--- src/rtl/slot_pkg.sv ---
// Shared types and constants for the slot bank controller.
//   state_t     : controller states (IDLE, WAIT_REELS, CREDIT)
//   tier_t      : reel grading result (LOSS, PARTIAL, JACKPOT)
//   BET_*       : stake values selectable from the bet switches
//   bet_decode  : priority decode of the bet switches, [3] highest
package slot_pkg;

  typedef enum logic [1:0] {
    IDLE       = 2'd0,
    WAIT_REELS = 2'd1,
    CREDIT     = 2'd2
  } state_t;

  typedef enum logic [1:0] {
    LOSS    = 2'd0,
    PARTIAL = 2'd1,
    JACKPOT = 2'd2
  } tier_t;

  localparam int BET_W = 7;

  localparam logic [BET_W-1:0] BET_1   = 7'd1;
  localparam logic [BET_W-1:0] BET_10  = 7'd10;
  localparam logic [BET_W-1:0] BET_50  = 7'd50;
  localparam logic [BET_W-1:0] BET_100 = 7'd100;

  // No switch set decodes to a zero stake, which the controller ignores.
  function automatic logic [BET_W-1:0] bet_decode(input logic [3:0] sel);
    if (sel[3])      return BET_100;
    else if (sel[2]) return BET_50;
    else if (sel[1]) return BET_10;
    else if (sel[0]) return BET_1;
    else             return '0;
  endfunction

endpackage

--- src/rtl/reel_match_grader.sv ---
// Combinational reel grader: finds the largest group of reels showing the
// same digit and maps it to a payout tier.
// Ports:
//   i_reels   in  NUM_REELS*DIGIT_W  packed digits, reel 0 in LSBs
//   o_max_cnt out clog2(NUM_REELS+1) size of the largest matching group
//   o_tier    out tier_t             JACKPOT (all), PARTIAL (all but one), LOSS
module reel_match_grader
  import slot_pkg::*;
#(
  parameter int NUM_REELS = 4,
  parameter int DIGIT_W   = 4
) (
  input  logic [NUM_REELS*DIGIT_W-1:0]     i_reels,
  output logic [$clog2(NUM_REELS+1)-1:0]   o_max_cnt,
  output tier_t                            o_tier
);

  localparam int CNT_W = $clog2(NUM_REELS+1);

  logic [CNT_W-1:0] w_cnt;

  // For every reel, count how many reels (itself included) carry the same
  // digit; the maximum over all reels is the largest matching group.
  always_comb begin
    o_max_cnt = '0;
    w_cnt     = '0;
    o_tier    = LOSS;
    for (int i = 0; i < NUM_REELS; i++) begin
      w_cnt = '0;
      for (int j = 0; j < NUM_REELS; j++) begin
        if (i_reels[i*DIGIT_W +: DIGIT_W] == i_reels[j*DIGIT_W +: DIGIT_W])
          w_cnt = w_cnt + CNT_W'(1);
      end
      if (w_cnt > o_max_cnt)
        o_max_cnt = w_cnt;
    end
    if (o_max_cnt == CNT_W'(NUM_REELS))
      o_tier = JACKPOT;
    else if (o_max_cnt == CNT_W'(NUM_REELS - 1))
      o_tier = PARTIAL;
  end

endmodule

--- src/rtl/slot_bank_fsm.sv ---
// Slot machine balance keeper. Accepts one bet per spin, debits the stake
// immediately, waits for the reel generator, grades the reels and credits
// the payout clamped to MAX_BAL.
// Ports:
//   clk, rst      clock; synchronous active-high reset
//   bet_sel       bet switches, priority [3]=100 > [2]=50 > [1]=10 > [0]=1
//   spin          one-cycle spin request (ignored while busy)
//   reels_valid   qualifies reels (only looked at in WAIT_REELS)
//   reels         packed reel digits, reel 0 in LSBs
//   balance       current balance
//   busy          state != IDLE
//   done          one-cycle pulse when the credit is applied
//   win, jackpot  valid with done
//   insufficient  one-cycle pulse when a spin is rejected for funds
// Optional build macro SLOT_BANK_STATS_EN adds spin_count / win_count
// (saturating 16-bit counters of accepted spins and winning rounds).
//
// state      | meaning
// -----------+---------------------------------------------------------
// IDLE       | ready; a funded spin debits the stake and leaves IDLE
// WAIT_REELS | stake latched, waiting for reels_valid to grade a result
// CREDIT     | payout latched; applied to the balance on the next edge
module slot_bank_fsm
  import slot_pkg::*;
#(
  parameter int NUM_REELS    = 4,
  parameter int DIGIT_W      = 4,
  parameter int BAL_W        = 27,
  parameter int START_BAL    = 100,
  parameter int MAX_BAL      = 1000,
  parameter int JACKPOT_MULT = 2,
  parameter int PARTIAL_MULT = 1
) (
  input  logic                         clk,
  input  logic                         rst,
  input  logic [3:0]                   bet_sel,
  input  logic                         spin,
  input  logic                         reels_valid,
  input  logic [NUM_REELS*DIGIT_W-1:0] reels,
  output logic [BAL_W-1:0]             balance,
  output logic                         busy,
  output logic                         done,
  output logic                         win,
  output logic                         jackpot,
  output logic                         insufficient
`ifdef SLOT_BANK_STATS_EN
  ,
  output logic [15:0]                  spin_count,
  output logic [15:0]                  win_count
`endif
);

  // Payout and sum carry four extra bits so nothing wraps before the clamp.
  localparam int PAY_W = BAL_W + 4;
  localparam int CNT_W = $clog2(NUM_REELS + 1);

  state_t              r_state, w_state_nxt;
  logic [BAL_W-1:0]    r_balance, w_balance_nxt;
  logic [BET_W-1:0]    r_bet, w_bet_nxt;
  logic [PAY_W-1:0]    r_payout, w_payout_nxt;
  logic                r_all_match, w_all_match_nxt;
  logic                r_done, w_done_nxt;
  logic                r_win, w_win_nxt;
  logic                r_jackpot, w_jackpot_nxt;
  logic                r_insufficient, w_insufficient_nxt;
  logic                w_spin_accept;

  logic [BET_W-1:0]    w_bet_req;
  logic [CNT_W-1:0]    w_max_cnt;
  tier_t               w_tier;
  logic [PAY_W-1:0]    w_payout_graded;
  logic [PAY_W-1:0]    w_sum;
  logic [BAL_W-1:0]    w_credit_bal;

  reel_match_grader #(
    .NUM_REELS (NUM_REELS),
    .DIGIT_W   (DIGIT_W)
  ) u_grader (
    .i_reels   (reels),
    .o_max_cnt (w_max_cnt),
    .o_tier    (w_tier)
  );

  assign w_bet_req = bet_decode(bet_sel);

  always_comb begin
    w_payout_graded = '0;
    case (w_tier)
      JACKPOT: w_payout_graded = PAY_W'(r_bet) * PAY_W'(JACKPOT_MULT);
      PARTIAL: w_payout_graded = PAY_W'(r_bet) * PAY_W'(PARTIAL_MULT);
      default: w_payout_graded = '0;
    endcase
  end

  assign w_sum        = PAY_W'(r_balance) + r_payout;
  assign w_credit_bal = (w_sum > PAY_W'(MAX_BAL)) ? BAL_W'(MAX_BAL) : w_sum[BAL_W-1:0];

  always_comb begin
    w_state_nxt        = r_state;
    w_balance_nxt      = r_balance;
    w_bet_nxt          = r_bet;
    w_payout_nxt       = r_payout;
    w_all_match_nxt    = r_all_match;
    w_done_nxt         = 1'b0;
    w_win_nxt          = 1'b0;
    w_jackpot_nxt      = 1'b0;
    w_insufficient_nxt = 1'b0;
    w_spin_accept      = 1'b0;
    case (r_state)
      IDLE: begin
        if (spin && (w_bet_req != '0)) begin
          if (BAL_W'(w_bet_req) > r_balance) begin
            w_insufficient_nxt = 1'b1;
          end else begin
            w_spin_accept = 1'b1;
            w_bet_nxt     = w_bet_req;
            w_balance_nxt = r_balance - BAL_W'(w_bet_req);
            w_state_nxt   = WAIT_REELS;
          end
        end
      end
      WAIT_REELS: begin
        if (reels_valid) begin
          w_payout_nxt    = w_payout_graded;
          w_all_match_nxt = (w_max_cnt == CNT_W'(NUM_REELS));
          w_state_nxt     = CREDIT;
        end
      end
      CREDIT: begin
        w_balance_nxt = w_credit_bal;
        w_done_nxt    = 1'b1;
        w_win_nxt     = (r_payout != '0);
        w_jackpot_nxt = r_all_match;
        w_state_nxt   = IDLE;
      end
      default: w_state_nxt = IDLE;
    endcase
  end

  always_ff @(posedge clk) begin
    if (rst) begin
      r_state        <= IDLE;
      r_balance      <= BAL_W'(START_BAL);
      r_bet          <= '0;
      r_payout       <= '0;
      r_all_match    <= 1'b0;
      r_done         <= 1'b0;
      r_win          <= 1'b0;
      r_jackpot      <= 1'b0;
      r_insufficient <= 1'b0;
    end else begin
      r_state        <= w_state_nxt;
      r_balance      <= w_balance_nxt;
      r_bet          <= w_bet_nxt;
      r_payout       <= w_payout_nxt;
      r_all_match    <= w_all_match_nxt;
      r_done         <= w_done_nxt;
      r_win          <= w_win_nxt;
      r_jackpot      <= w_jackpot_nxt;
      r_insufficient <= w_insufficient_nxt;
    end
  end

  assign balance      = r_balance;
  assign busy         = (r_state != IDLE);
  assign done         = r_done;
  assign win          = r_win;
  assign jackpot      = r_jackpot;
  assign insufficient = r_insufficient;

`ifdef SLOT_BANK_STATS_EN
  logic [15:0] r_spin_count;
  logic [15:0] r_win_count;

  always_ff @(posedge clk) begin
    if (rst) begin
      r_spin_count <= '0;
      r_win_count  <= '0;
    end else begin
      if (w_spin_accept && (r_spin_count != 16'hFFFF))
        r_spin_count <= r_spin_count + 16'd1;
      if (w_win_nxt && (r_win_count != 16'hFFFF))
        r_win_count <= r_win_count + 16'd1;
    end
  end

  assign spin_count = r_spin_count;
  assign win_count  = r_win_count;
`endif

endmodule

--- config.mk ---
export PLATFORM = sky130hd
export DESIGN_NAME = slot_bank_fsm
export DESIGN_NICKNAME = d
export VERILOG_FILES = /design/src/rtl/slot_pkg.sv /design/src/rtl/reel_match_grader.sv /design/src/rtl/slot_bank_fsm.sv
export SDC_FILE = /design/constraint.sdc
export NUM_CORES = 1
export LEC_CHECK = 0
export CORE_MARGIN = 4
export CORE_UTILIZATION = 55
export CTS_CLUSTER_SIZE = 14
export DETAILED_ROUTE_END_ITERATION = 8
export MAX_ROUTING_LAYER = met4
export PLACE_DENSITY = 0.78
export SKIP_CTS_REPAIR_TIMING = 1
export SYNTH_ARGS = -nofsm -noshare
export SYNTH_HDL_FRONTEND = slang
export SYNTH_SLANG_ARGS = --single-unit
--- constraint.sdc ---
create_clock -name clk -period 8.45 [get_ports clk]
set_clock_uncertainty 0.15 [all_clocks]
set_input_delay 2.535 -clock clk [delete_from_list [all_inputs] [get_ports clk]]
set_output_delay 2.535 -clock clk [all_outputs]
set_load 0.01 [all_outputs]
==> impl_metrics.toml <==
[setup_path]
worstPathArrival_ps = 8180
crit_fanout = 6
crit_path_end_kind = "register"
rr_startpoint = "balance[19]$_SDFFE_PP0P_"
worst_r2r_endpoint = "balance[8]$_SDFFE_PP0P_"
slowest_stage = "clkdlybuf4s50_1"
setup.worst_path.class = "in2reg"
max_stage_delay_ps = 480
crit_top_cell = "ha_1"
worstPathRequired_ps = 8490
ff2ff_path_depth = 8
start_kind = "primary input"
reg2reg_slack_ps = 4870

[synthesis]
muxShareOfSynthArea = 0.01444
synth_nets = 596
ys_ff_latch = 48
ys_types = 79
netlist_top_cells_area = "dfxtp_1 (22%), ha_1 (9.0%), xnor2_1 (7.3%)"
netlist_top_cells_count = "nor2_1 (62), dfxtp_1 (48), xnor2_1 (36), nand2_1 (33), ha_1 (31)"
synth_most_common_cell = "nor2_1"
synth_edf_count = 0
yosysTopAreaCellShare = 0.2218
synth_compound_area_frac = 0.2377
syn_area_per_cell_um2 = 8.036
yosysSeqAreaShare = 0.2218
syn_inst = 539
synth_area_um2 = 4332
ys_warn_count = 0
synth_top_family_by_area = "simple AND/OR/NAND/NOR gates"
ys.flop_type = "dfxtp_1"
yosys.area_share.simple = 0.2611
synthAdderAreaFrac = 0.09879
synth-xor-area-share = 0.1132
async_reset_ff_frac = 0
yosysTopAreaCell = "dfxtp_1"

[routing]
antenna_left = 0
drc = 0
wl_per_cell_um = 17.16
drtIter0Drc = 264
drt_wl_total_um = 11760
vias = 4204
firstDrtPassIters = 5
viasPerCell = 6.137

[global_routing]
grt_start_max_net_pins = 22
grt_pass1_vias = 4046
grt-ovfl-total = 0
grt_usage = 0.2500
grt_pass1_wl_um = 19180
antenna_found_initial = 0

[sta]
drv_slew = 0
setup_viol = 0
maxSlewHeadroom = 0.3062
hold_violations = 0
rsz0062_at_grt = "false"
min_period_over_period = 0.9626
finalWorstSetupSlack_ps = 316.4
tightest_slew_ps = 1034
fmax_ghz = 0.1229
period_needed_ps = 8134
fin_hold_ws_ps = 323.9

[cells_and_area]
drive_above_1_share = 0.09434
nFillCells = 696
final_cells = 685
syn2layout_area_growth_pct = 17.33
diodes = 0
final_net_count = 639

[place]
place.port_buffers = 55
gp_congestion = 0.9401
dp.cells = 677
dp_hpwl_um = 9210
dp_slack_ps = -131.5

[status]
outcome = "completed"

[worst_hold_path]
whs_endpoint = "r_all_match$_SDFFE_PP0P_"
hold_depth = 1
hp-start = "r_all_match$_SDFFE_PP0P_"
hold_path_class = "reg2reg"

[clock_network]
cts_sinks = 48
cts_root_buf = "clkbuf_8"
clkTransAtPathRegs_ps = 100
cts_tree = "done"
cts-buffers-inserted = 5
cts.htree.levels = 2
clock_path_buffers = 2
worstSkewPairLatency_ps = 310

[floorplan]
io_pins = 56
dieHeight_um = 96.75
core_area_um2 = 7687
die_width_um = 96.75
start_util = 0.5635
rows = 32
die-area_um2 = 9360

[power_and_ir_drop]
leakagePower_nw = 1.970
total_power_w = 0.001698
vdd_drop_max_uv = 149.5
powerDensity_nw_per_um2 = 334.0

[flow_run]
cap_violations = 0
-- per-stage QoR --
step / setup TNS, ps / utilization / instance area (um^2)
CTS: 0 / 0.6584 / 5061
detailed placement: -674.7 / 0.6405 / 4923
global route: 0 / 0.6611 / 5082
floorplan: 0 / - / 4332
finish: 0 / 0.6611 / 5082
global placement: 0 / 0.6405 / 4923
-- report_power, final --
group	switching (W)	internal, W	total (W)
clock network	0.0000863	0.000119	0.000206
registers	0.000144	0.000296	0.000439
logic	0.000574	0.000478	0.00105
-- state kept, by name, summed over array words and instances (netlist names) --
register,cells
balance,27
done,1
insufficient,1
jackpot,1
r_all_match,1
r_bet,6
r_payout,8
r_state,2
win,1
-- layout by cell type, fill, tap and decap left out, types with 16 or more instances in the layout --
| master | n |
|---|---|
| nor2_1 | 62 |
| clkdlybuf4s50_1 | 55 |
| dfxtp_1 | 48 |
| xnor2_1 | 35 |
| nand2_1 | 33 |
| ha_1 | 31 |
| a21oi_1 | 29 |
| inv_1 | 26 |
| xor2_1 | 20 |
| nand3_1 | 17 |
| nor3_1 | 16 |
-- routing by layer --
metal  up-vias  global-route usage  part of all wire
li1       2061                   -                 -
met1      1975              0.3014              0.43
met2       135              0.4268              0.49
met3        33             0.03172             0.053
met4         0             0.09287             0.029
met5         -                   -                 0
-- area by class of cell --
type / count / area (um^2) / area share
Multi-Input combinational cell: 440 / 3163 / 0.6224
Inverter: 26 / 97.59 / 0.01920
Clock buffer: 5 / 68.82 / 0.01354
Clock inverter: 3 / 68.82 / 0.01354
Tap cell: 102 / 127.6 / 0.02511
Timing Repair Buffer: 61 / 595.6 / 0.1172
Sequential cell: 48 / 960.9 / 0.1891
-- worst max path at each step --
stage	end	cells past startpoint	startpoint
6_report	r_payout[4]$_SDFFE_PP0P_	27	reels[0]
5_1_grt	r_payout[4]$_SDFFE_PP0P_	27	reels[0]
4_1_cts	r_payout[4]$_SDFFE_PP0P_	27	reels[2]
3_5_place_dp	r_payout[4]$_SDFFE_PP0P_	27	reels[2]
3_3_place_gp	r_payout[6]$_SDFFE_PP0P_	27	reels[2]
2_1_floorplan	r_payout[6]$_SDFFE_PP0P_	26	reels[2]
-- worst max-delay path, delay by kind of cell --
| kind | cells | cell delay [ps] |
|---|---|---|
| AO/OA/AOI/OAI | 11 | 2170 |
| AND/OR/NAND/NOR | 7 | 1040 |
| adder cells (fa/ha/maj) | 4 | 1000 |
| buffers and inverters | 2 | 680 |
| XOR/XNOR | 2 | 370 |
| multiplexers | 1 | 370 |
-- kinds of logic after synthesis --
group           count (synthesis)
simple gates                  210
flops                          48
xor+xnor                       56
fa+ha+maj                      33
compound gates                135
mux                             6
buf+inv                        51
Note: power is estimated with default switching activity, not from simulation.
